### config.mk
export PLATFORM = sky130hd
export DESIGN_NAME = ddr_request_arbiter_flat
export DESIGN_NICKNAME = d
export VERILOG_FILES = /design/src/rtl/ddr_request_arbiter_pkg.sv /design/src/rtl/ddr_request_arbiter_if.sv /design/src/rtl/ddr_request_arbiter_fifo.sv /design/src/rtl/ddr_request_arbiter.sv /design/src/flat_wrapper.sv
export SDC_FILE = /design/constraint.sdc
export NUM_CORES = 1
export LEC_CHECK = 0
export CAP_MARGIN = 20
export CORE_MARGIN = 5
export CORE_UTILIZATION = 53
export CTS_CLUSTER_SIZE = 28
export DETAILED_ROUTE_END_ITERATION = 7
export GPL_TIMING_DRIVEN = 0
export PLACE_DENSITY = 0.76
export REMOVE_ABC_BUFFERS = 1
export SLEW_MARGIN = 15
export SYNTH_ARGS = -nofsm -noshare
export SYNTH_HDL_FRONTEND = slang
export SYNTH_SLANG_ARGS = --single-unit
### constraint.sdc
create_clock -name clk -period 5 [get_ports clk]
set_input_delay 0.75 -clock clk [delete_from_list [all_inputs] [get_ports clk]]
set_output_delay 0.75 -clock clk [all_outputs]
set_load 0.03 [all_outputs]
### src/rtl/ddr_request_arbiter_pkg.sv
`default_nettype none
// ============================================================================
// Module   : ddr_arb_pkg
// Purpose  : Shared widths, FSM encoding and command-select constants for
//            the DDR request arbiter.
// Revision : 1.0  initial release
// ============================================================================
package ddr_arb_pkg;

    localparam int ADDR_W  = 24;
    localparam int DATA_W  = 16;
    localparam int LEVEL_W = 7;
    localparam int STAT_W  = 16;

    typedef enum logic [2:0] {
        ST_IDLE          = 3'd0,
        ST_REFRESH       = 3'd1,
        ST_READ          = 3'd2,
        ST_WRITE         = 3'd3,
        ST_WRITE_RELEASE = 3'd4
    } arb_state_e;

    // One-hot controller command: {refresh, write, read}
    typedef logic [2:0] cmd_t;
    localparam cmd_t CMD_NONE    = 3'b000;
    localparam cmd_t CMD_READ    = 3'b001;
    localparam cmd_t CMD_WRITE   = 3'b010;
    localparam cmd_t CMD_REFRESH = 3'b100;

    typedef struct packed {
        logic [ADDR_W-1:0] addr;
        logic [DATA_W-1:0] data;
    } wr_entry_t;

    function automatic cmd_t state_cmd(input arb_state_e s);
        case (s)
            ST_REFRESH: return CMD_REFRESH;
            ST_READ:    return CMD_READ;
            ST_WRITE:   return CMD_WRITE;
            default:    return CMD_NONE;
        endcase
    endfunction

endpackage
`default_nettype wire

### src/rtl/ddr_request_arbiter_if.sv
`default_nettype none
// ============================================================================
// Module   : ddr_request_arbiter_if
// Purpose  : Client-side and controller-side signals of the DDR arbiter.
//            slave = arbiter view, master = surrounding system view.
// Revision : 1.0  initial release
// ============================================================================
interface ddr_request_arbiter_if
    import ddr_arb_pkg::*;
();
    logic                rd_req;
    logic [ADDR_W-1:0]   rd_addr;
    logic                rd_ack;
    logic [DATA_W-1:0]   rd_data;
    logic                wr_valid;
    logic [ADDR_W-1:0]   wr_addr;
    logic [DATA_W-1:0]   wr_data;
    logic                wr_ready;
    logic                ddr_read;
    logic [ADDR_W-1:0]   ddr_read_addr;
    logic                ddr_read_ack;
    logic [DATA_W-1:0]   ddr_read_data;
    logic                ddr_write;
    logic [ADDR_W-1:0]   ddr_write_addr;
    logic [DATA_W-1:0]   ddr_write_data;
    logic                ddr_write_ack;
    logic                ddr_refresh;
    logic [LEVEL_W-1:0]  fifo_level;
    logic                refresh_missed;
    logic [STAT_W-1:0]   stat_reads;
    logic [STAT_W-1:0]   stat_writes;

    modport slave (
        input  rd_req, rd_addr, wr_valid, wr_addr, wr_data,
               ddr_read_ack, ddr_read_data, ddr_write_ack,
        output rd_ack, rd_data, wr_ready,
               ddr_read, ddr_read_addr, ddr_write, ddr_write_addr, ddr_write_data,
               ddr_refresh, fifo_level, refresh_missed, stat_reads, stat_writes
    );

    modport master (
        output rd_req, rd_addr, wr_valid, wr_addr, wr_data,
               ddr_read_ack, ddr_read_data, ddr_write_ack,
        input  rd_ack, rd_data, wr_ready,
               ddr_read, ddr_read_addr, ddr_write, ddr_write_addr, ddr_write_data,
               ddr_refresh, fifo_level, refresh_missed, stat_reads, stat_writes
    );

endinterface
`default_nettype wire

### src/rtl/ddr_request_arbiter_fifo.sv
`default_nettype none
// ============================================================================
// Module   : ddr_write_fifo
// Purpose  : Synchronous FIFO for posted writes; reports level/full/empty.
// Revision : 1.0  initial release
// ============================================================================
module ddr_write_fifo #(
    parameter int DEPTH   = 16,
    parameter int WIDTH   = 40,
    parameter int LEVEL_W = 7
) (
    input  logic               clk,
    input  logic               rst,
    input  logic               push_i,
    input  logic               pop_i,
    input  logic [WIDTH-1:0]   data_i,
    output logic [WIDTH-1:0]   head_o,
    output logic [LEVEL_W-1:0] level_o,
    output logic               full_o,
    output logic               empty_o
);

    localparam int PTR_W = $clog2(DEPTH);

    logic [WIDTH-1:0]   mem_q [DEPTH];
    logic [PTR_W-1:0]   wr_ptr_q;
    logic [PTR_W-1:0]   rd_ptr_q;
    logic [LEVEL_W-1:0] level_q;
    logic               push_ok;
    logic               pop_ok;

    assign full_o  = (level_q == LEVEL_W'(DEPTH));
    assign empty_o = (level_q == '0);
    assign push_ok = push_i & ~full_o;
    assign pop_ok  = pop_i & ~empty_o;
    assign head_o  = mem_q[rd_ptr_q];
    assign level_o = level_q;

    // Storage carries no reset: contents are meaningless while level is 0.
    always_ff @(posedge clk) begin
        if (push_ok) begin
            mem_q[wr_ptr_q] <= data_i;
        end
    end

    // Power-of-two depth lets the pointers wrap naturally.
    always_ff @(posedge clk or posedge rst) begin
        if (rst) begin
            wr_ptr_q <= '0;
            rd_ptr_q <= '0;
            level_q  <= '0;
        end else begin
            if (push_ok) wr_ptr_q <= wr_ptr_q + 1'b1;
            if (pop_ok)  rd_ptr_q <= rd_ptr_q + 1'b1;
            case ({push_ok, pop_ok})
                2'b10:   level_q <= level_q + 1'b1;
                2'b01:   level_q <= level_q - 1'b1;
                default: level_q <= level_q;
            endcase
        end
    end

endmodule
`default_nettype wire

### src/rtl/ddr_request_arbiter.sv
`default_nettype none
// ============================================================================
// Module   : ddr_request_arbiter
// Purpose  : Merges VGA reads, posted draw-engine writes and auto-refresh onto
//            the DDR controller. Optional macro ARB_STATS_EN adds counters.
// Revision : 1.0  initial release
// ============================================================================
module ddr_request_arbiter
    import ddr_arb_pkg::*;
#(
    parameter int FIFO_DEPTH       = 16,
    parameter int REFRESH_INTERVAL = 1000,
    parameter int GUARD_CYCLES     = 14
) (
    input  logic                  clk,
    input  logic                  rst,
    ddr_request_arbiter_if.slave  bus
);

    localparam int REF_W = $clog2(REFRESH_INTERVAL + 1);
    localparam int GRD_W = $clog2(GUARD_CYCLES + 1);
    localparam logic [REF_W-1:0] REF_RELOAD = REF_W'(REFRESH_INTERVAL);
    localparam logic [GRD_W-1:0] GRD_RELOAD = GRD_W'(GUARD_CYCLES);

    arb_state_e         state_q, state_d;
    cmd_t               cmd_q;
    logic [ADDR_W-1:0]  rd_addr_q, rd_addr_d;
    wr_entry_t          wr_entry_q, wr_entry_d;
    logic               ready_q;
    logic               rd_ack_d;
    logic               fifo_pop_d;

    logic [REF_W-1:0]   ref_cnt_q;
    logic               ref_reload_d;
    logic               ref_pending_q, ref_pending_d;
    logic               missed_q;
    logic [GRD_W-1:0]   guard_q;
    logic               rd_ack_prev_q, wr_ack_prev_q;
    logic               ack_rise_d;

    wr_entry_t          fifo_head;
    wr_entry_t          fifo_in;
    logic [LEVEL_W-1:0] fifo_level;
    logic               fifo_full;
    logic               fifo_empty;
    logic               fifo_push;

    assign fifo_in   = '{addr: bus.wr_addr, data: bus.wr_data};
    assign fifo_push = bus.wr_valid & ready_q & ~fifo_full;

    ddr_write_fifo #(
        .DEPTH   (FIFO_DEPTH),
        .WIDTH   ($bits(wr_entry_t)),
        .LEVEL_W (LEVEL_W)
    ) u_fifo (
        .clk     (clk),
        .rst     (rst),
        .push_i  (fifo_push),
        .pop_i   (fifo_pop_d),
        .data_i  (fifo_in),
        .head_o  (fifo_head),
        .level_o (fifo_level),
        .full_o  (fifo_full),
        .empty_o (fifo_empty)
    );

    always_comb begin
        state_d    = state_q;
        rd_addr_d  = rd_addr_q;
        wr_entry_d = wr_entry_q;
        rd_ack_d   = 1'b0;
        fifo_pop_d = 1'b0;
        case (state_q)
            ST_IDLE: begin
                if (ref_pending_q && (guard_q == '0)) begin
                    state_d = ST_REFRESH;
                end else if (bus.rd_req) begin
                    state_d   = ST_READ;
                    rd_addr_d = bus.rd_addr;
                end else if (!fifo_empty) begin
                    state_d    = ST_WRITE;
                    wr_entry_d = fifo_head;
                end
            end
            ST_REFRESH: state_d = ST_IDLE;
            ST_READ: begin
                if (bus.ddr_read_ack) begin
                    rd_ack_d = 1'b1;
                    state_d  = ST_IDLE;
                end
            end
            ST_WRITE: begin
                if (bus.ddr_write_ack) begin
                    fifo_pop_d = 1'b1;
                    state_d    = ST_WRITE_RELEASE;
                end
            end
            // The write ack is a level; a new command must wait for it to fall.
            ST_WRITE_RELEASE: begin
                if (!bus.ddr_write_ack) state_d = ST_IDLE;
            end
            default: state_d = ST_IDLE;
        endcase
    end

    always_ff @(posedge clk or posedge rst) begin
        if (rst) begin
            state_q    <= ST_IDLE;
            cmd_q      <= CMD_NONE;
            rd_addr_q  <= '0;
            wr_entry_q <= '0;
            ready_q    <= 1'b0;
        end else begin
            state_q    <= state_d;
            cmd_q      <= state_cmd(state_d);
            rd_addr_q  <= rd_addr_d;
            wr_entry_q <= wr_entry_d;
            ready_q    <= 1'b1;
        end
    end

    // A reload coinciding with the refresh being issued re-arms pending.
    always_comb begin
        ref_reload_d  = (ref_cnt_q == '0);
        ref_pending_d = ref_pending_q;
        if (state_q == ST_REFRESH) ref_pending_d = 1'b0;
        if (ref_reload_d)          ref_pending_d = 1'b1;
        ack_rise_d = (bus.ddr_read_ack & ~rd_ack_prev_q) |
                     (bus.ddr_write_ack & ~wr_ack_prev_q);
    end

    always_ff @(posedge clk or posedge rst) begin
        if (rst) begin
            ref_cnt_q     <= REF_RELOAD;
            ref_pending_q <= 1'b0;
            missed_q      <= 1'b0;
            guard_q       <= GRD_RELOAD;
            rd_ack_prev_q <= 1'b0;
            wr_ack_prev_q <= 1'b0;
        end else begin
            ref_cnt_q     <= ref_reload_d ? REF_RELOAD : ref_cnt_q - 1'b1;
            ref_pending_q <= ref_pending_d;
            if (ref_reload_d && ref_pending_q && (state_q != ST_REFRESH)) begin
                missed_q <= 1'b1;
            end
            rd_ack_prev_q <= bus.ddr_read_ack;
            wr_ack_prev_q <= bus.ddr_write_ack;
            if (ack_rise_d || (state_q == ST_REFRESH)) begin
                guard_q <= GRD_RELOAD;
            end else if (guard_q != '0) begin
                guard_q <= guard_q - 1'b1;
            end
        end
    end

    assign bus.rd_ack         = rd_ack_d;
    assign bus.rd_data        = rd_ack_d ? bus.ddr_read_data : '0;
    assign bus.wr_ready       = ready_q & ~fifo_full;
    assign bus.ddr_read       = |(cmd_q & CMD_READ);
    assign bus.ddr_write      = |(cmd_q & CMD_WRITE);
    assign bus.ddr_refresh    = |(cmd_q & CMD_REFRESH);
    assign bus.ddr_read_addr  = rd_addr_q;
    assign bus.ddr_write_addr = wr_entry_q.addr;
    assign bus.ddr_write_data = wr_entry_q.data;
    assign bus.fifo_level     = fifo_level;
    assign bus.refresh_missed = missed_q;

`ifdef ARB_STATS_EN
    logic [STAT_W-1:0] stat_rd_q;
    logic [STAT_W-1:0] stat_wr_q;

    always_ff @(posedge clk or posedge rst) begin
        if (rst) begin
            stat_rd_q <= '0;
            stat_wr_q <= '0;
        end else begin
            if (rd_ack_d && (stat_rd_q != '1))   stat_rd_q <= stat_rd_q + 1'b1;
            if (fifo_pop_d && (stat_wr_q != '1)) stat_wr_q <= stat_wr_q + 1'b1;
        end
    end

    assign bus.stat_reads  = stat_rd_q;
    assign bus.stat_writes = stat_wr_q;
`else
    assign bus.stat_reads  = '0;
    assign bus.stat_writes = '0;
`endif

endmodule
`default_nettype wire

### src/flat_wrapper.sv
// flat-port wrapper written by rule: the top's interface ports become plain ports
module ddr_request_arbiter_flat import ddr_arb_pkg::*;
#(
    parameter int FIFO_DEPTH       = 16,
    parameter int REFRESH_INTERVAL = 1000,
    parameter int GUARD_CYCLES     = 14
)
  (clk, rst, bus_rd_req, bus_rd_addr, bus_wr_valid, bus_wr_addr, bus_wr_data, bus_ddr_read_ack, bus_ddr_read_data, bus_ddr_write_ack, bus_rd_ack, bus_rd_data, bus_wr_ready, bus_ddr_read, bus_ddr_read_addr, bus_ddr_write, bus_ddr_write_addr, bus_ddr_write_data, bus_ddr_refresh, bus_fifo_level, bus_refresh_missed, bus_stat_reads, bus_stat_writes);
  ddr_request_arbiter_if bus_i ();
  input  logic clk;
  input  logic rst;
  input wire logic [$bits(bus_i.rd_req)-1:0] bus_rd_req;
  input wire logic [$bits(bus_i.rd_addr)-1:0] bus_rd_addr;
  input wire logic [$bits(bus_i.wr_valid)-1:0] bus_wr_valid;
  input wire logic [$bits(bus_i.wr_addr)-1:0] bus_wr_addr;
  input wire logic [$bits(bus_i.wr_data)-1:0] bus_wr_data;
  input wire logic [$bits(bus_i.ddr_read_ack)-1:0] bus_ddr_read_ack;
  input wire logic [$bits(bus_i.ddr_read_data)-1:0] bus_ddr_read_data;
  input wire logic [$bits(bus_i.ddr_write_ack)-1:0] bus_ddr_write_ack;
  output wire logic [$bits(bus_i.rd_ack)-1:0] bus_rd_ack;
  output wire logic [$bits(bus_i.rd_data)-1:0] bus_rd_data;
  output wire logic [$bits(bus_i.wr_ready)-1:0] bus_wr_ready;
  output wire logic [$bits(bus_i.ddr_read)-1:0] bus_ddr_read;
  output wire logic [$bits(bus_i.ddr_read_addr)-1:0] bus_ddr_read_addr;
  output wire logic [$bits(bus_i.ddr_write)-1:0] bus_ddr_write;
  output wire logic [$bits(bus_i.ddr_write_addr)-1:0] bus_ddr_write_addr;
  output wire logic [$bits(bus_i.ddr_write_data)-1:0] bus_ddr_write_data;
  output wire logic [$bits(bus_i.ddr_refresh)-1:0] bus_ddr_refresh;
  output wire logic [$bits(bus_i.fifo_level)-1:0] bus_fifo_level;
  output wire logic [$bits(bus_i.refresh_missed)-1:0] bus_refresh_missed;
  output wire logic [$bits(bus_i.stat_reads)-1:0] bus_stat_reads;
  output wire logic [$bits(bus_i.stat_writes)-1:0] bus_stat_writes;
  assign bus_i.rd_req = bus_rd_req;
  assign bus_i.rd_addr = bus_rd_addr;
  assign bus_i.wr_valid = bus_wr_valid;
  assign bus_i.wr_addr = bus_wr_addr;
  assign bus_i.wr_data = bus_wr_data;
  assign bus_i.ddr_read_ack = bus_ddr_read_ack;
  assign bus_i.ddr_read_data = bus_ddr_read_data;
  assign bus_i.ddr_write_ack = bus_ddr_write_ack;
  assign bus_rd_ack = bus_i.rd_ack;
  assign bus_rd_data = bus_i.rd_data;
  assign bus_wr_ready = bus_i.wr_ready;
  assign bus_ddr_read = bus_i.ddr_read;
  assign bus_ddr_read_addr = bus_i.ddr_read_addr;
  assign bus_ddr_write = bus_i.ddr_write;
  assign bus_ddr_write_addr = bus_i.ddr_write_addr;
  assign bus_ddr_write_data = bus_i.ddr_write_data;
  assign bus_ddr_refresh = bus_i.ddr_refresh;
  assign bus_fifo_level = bus_i.fifo_level;
  assign bus_refresh_missed = bus_i.refresh_missed;
  assign bus_stat_reads = bus_i.stat_reads;
  assign bus_stat_writes = bus_i.stat_writes;
  ddr_request_arbiter #(.FIFO_DEPTH(FIFO_DEPTH), .REFRESH_INTERVAL(REFRESH_INTERVAL), .GUARD_CYCLES(GUARD_CYCLES)) u_core (.clk(clk), .rst(rst), .bus(bus_i));
endmodule
==> run summary <==
Worst hold start -> u_core.ref_cnt_q[6]
Post-CTS sizing -> 0
Max VDD drop -> 0.397 mV
Top-area cell type share of the netlist area -> 66.3%
Tmin final -> 3630 ps
H-tree levels -> 3
Die height -> 244 um
Avg Vias per Cell -> 5.97
Fraction of layout cells with a size suffix above 1 -> 25.7%
Startpoint types -> input pin
Max clock buf depth -> 3
Global-route wire length before repair -> 94,000 um
Measured slew at the worst slew-check pin -> 934 ps
Post-Synthesis Cells -> 1,392
Pre-CTS setup slack -> 957 ps
Final Hold Fails -> 0
Crit path kind -> in2out
Total GRT Usage -> 20.9%
DR pass1 iterations -> 6
Setup TNS -> 0 ps
R2R Path Start -> u_core.u_fifo.level_o[0]
Max-cap violations -> 0
Yosys warns -> 0
Max frequency -> 276 MHz
Hold slack -> 468 ps
Final net count -> 1,734
Overall power -> 0.0190 W
Setup WS post-layout -> 1370 ps
CTS tree -> done
Final worst-path cycle share -> 72.6%
Final Skew -> 14.1 ps
Crit path from -> bus_ddr_read_ack
Area taken by multi-input logic gates -> 6650 sq um
Post-synth top area cell -> edfxtp_1
Number of synthesized register bits -> 744
Area of the core -> 54,000 sq um
Slew headroom -> 37.6%
Die X-Extent -> 244 um
Gpl congestion -> 0.751
Post-CTS setup buffer count -> 0
Synth cell count leaders -> edfxtp_1, mux4_2, dfrtp_1
Vias -> 14.3k
Fraction of registers with async set/reset -> 14.0%
Site row count -> 85
Placed Cells -> 2,253
Routed len/inst -> 26.1 um
Final Max Slew Viols -> 0
Total CTS buffers -> 74
Post-synth EDFFs -> 640
RSZ-0062 raised after global routing -> false
Drt drc -> 0
Fillers -> 3,507
Top FF cell, synth -> edfxtp_1
Outcome -> completed
Most frequent cell after synthesis -> edfxtp_1
Final setup viols -> 0
Post-synthesis area per instance -> 20.8 sq um
Netlist cell types -> 58
Pwr dens -> 551 nW/um^2
Hold Path Class -> reg2reg
DR iter-0 viols -> 1,312
Vias in the first global route -> 14.9k
Number of hold buffers added after cts -> 0
Starting Density -> 53.6%
CP Capture Type -> primary output
Arr. time, crit path -> 2880 ps
FF/Latch Area -> 21,800 sq um
Initial antenna violation count -> 4
Pin count of the biggest net entering global routing -> 82
Sequential fraction of the synthesis area -> 75.3%
Die ar. -> 59,400 sq um
Required @ worst endpoint -> 4250 ps
Buffers on Ports -> 178
Mapped Area -> 29,000 sq um
Root Buffer -> clkbuf_16
Clock Sinks -> 744
DRT antenna net count -> 0
Top cells by area, synth -> edfxtp_1, mux4_2, dfrtp_1
Final std cells w/o fill -> 2,393
CP max FO -> 17
IO Pins -> 211
Pleak -> 11.5 nW
Grt ovf -> 0
CTS clk-pin slew, worst paths -> 60 ps
Hpwl dp -> 36,000 um
Synthesis-to-layout area growth -> 19.2%
Wirelength, routed -> 62,400 um
Worst skew pair latency -> 610 ps
[through the flow]
stage | instance area (sq um) | utilization, %
2_1_floorplan | 28400 | -
3_3_place_gp | 31100 | 57.6
3_5_place_dp | 32000 | 59.3
4_1_cts | 34500 | 63.9
5_1_grt | 34500 | 63.9
6_report | 34500 | 63.9
[sequential cells by signal, indices dropped and copies added (netlist names)]
name and count:
u_core.bus.ddr_read_addr 24, u_core.cmd_q 3, u_core.u_fifo.rd_ptr_q 4, u_core.rd_ack_prev_q 1, u_core.ready_q 1, u_core.bus.ddr_write_addr 24, u_core.u_fifo.mem_q 640, u_core.guard_q 4
u_core.state_q 3, u_core.u_fifo.wr_ptr_q 4, u_core.ref_cnt_q 10, u_core.bus.ddr_write_data 16, u_core.bus.refresh_missed 1, u_core.u_fifo.level_o 7, u_core.ref_pending_q 1, u_core.wr_ack_prev_q 1
[cell families after synthesis]
group,Yosys count,synth area share [%]
other,2,0.0259
muxes,269,16.5
AOI/OAI and AO/OA,112,2.35
adders and majority gates,15,0.674
DFF,744,75.3
and+or+nand+nor,117,2.17
xor gates and xnor gates,16,0.484
buffers and inverters,117,2.45
[layer usage]
layer	part of all wire (%)	wire length [um]	GRT usage, %	vias to the layer above
li1	-	-	-	6079
met5	0.043	27	0	-
met3	7.7	4820	4.84	101
met4	1.8	1150	4.86	4
met2	51	31600	35.3	648
met1	40	24800	28.2	7465
[final cells by class]
cell class	instances	area share, %
timing repair buffer	234	7.55
sequential	744	63.2
clock buffer	116	6.38
inverter	17	0.199
clock inverter	22	0.855
tap	696	2.52
multi-input combinational	562	19.2
antenna	2	0.0145
[layout by cell type (no fill, tap or decap), drive strengths merged, types with 23 or more instances in the layout]
master,instances
edfxtp,640
clkdlybuf4s50,178
mux4,160
clkbuf,116
dfrtp,95
mux2,67
buf,56
a21oi,45
mux2i,42
o22ai,41
conb,33
nand2,23
[critical path, stage by stage]
cell	delay, ps
clkdlybuf4s50_1	520
inv_1	90
nor3b_2	580
and2_1	260
clkdlybuf4s50_1	680
[power by group]
group | total (W) | leakage [nW] | switching, W | internal (W)
registers | 0.00796 | 6.99 | 0.000562 | 0.00740
logic | 0.00545 | 3.34 | 0.00281 | 0.00264
clock network | 0.00564 | 1.22 | 0.00227 | 0.00336
[worst paths after layout]
path                            slack [ps]  cells after the start                            to
worst max-delay path                  1370                      5                bus_rd_data[9]
worst max register to register        1480                      8      u_core.u_fifo.level_o[5]
worst min register to register         470                      2           u_core.ref_cnt_q[6]
max in group asynchronous             3780                      3           u_core.ref_cnt_q[6]
min in group asynchronous              480                      2  u_core.bus.ddr_read_addr[10]
worst min-delay path                   470                      2           u_core.ref_cnt_q[6]
(Power assumes the default switching activity.)
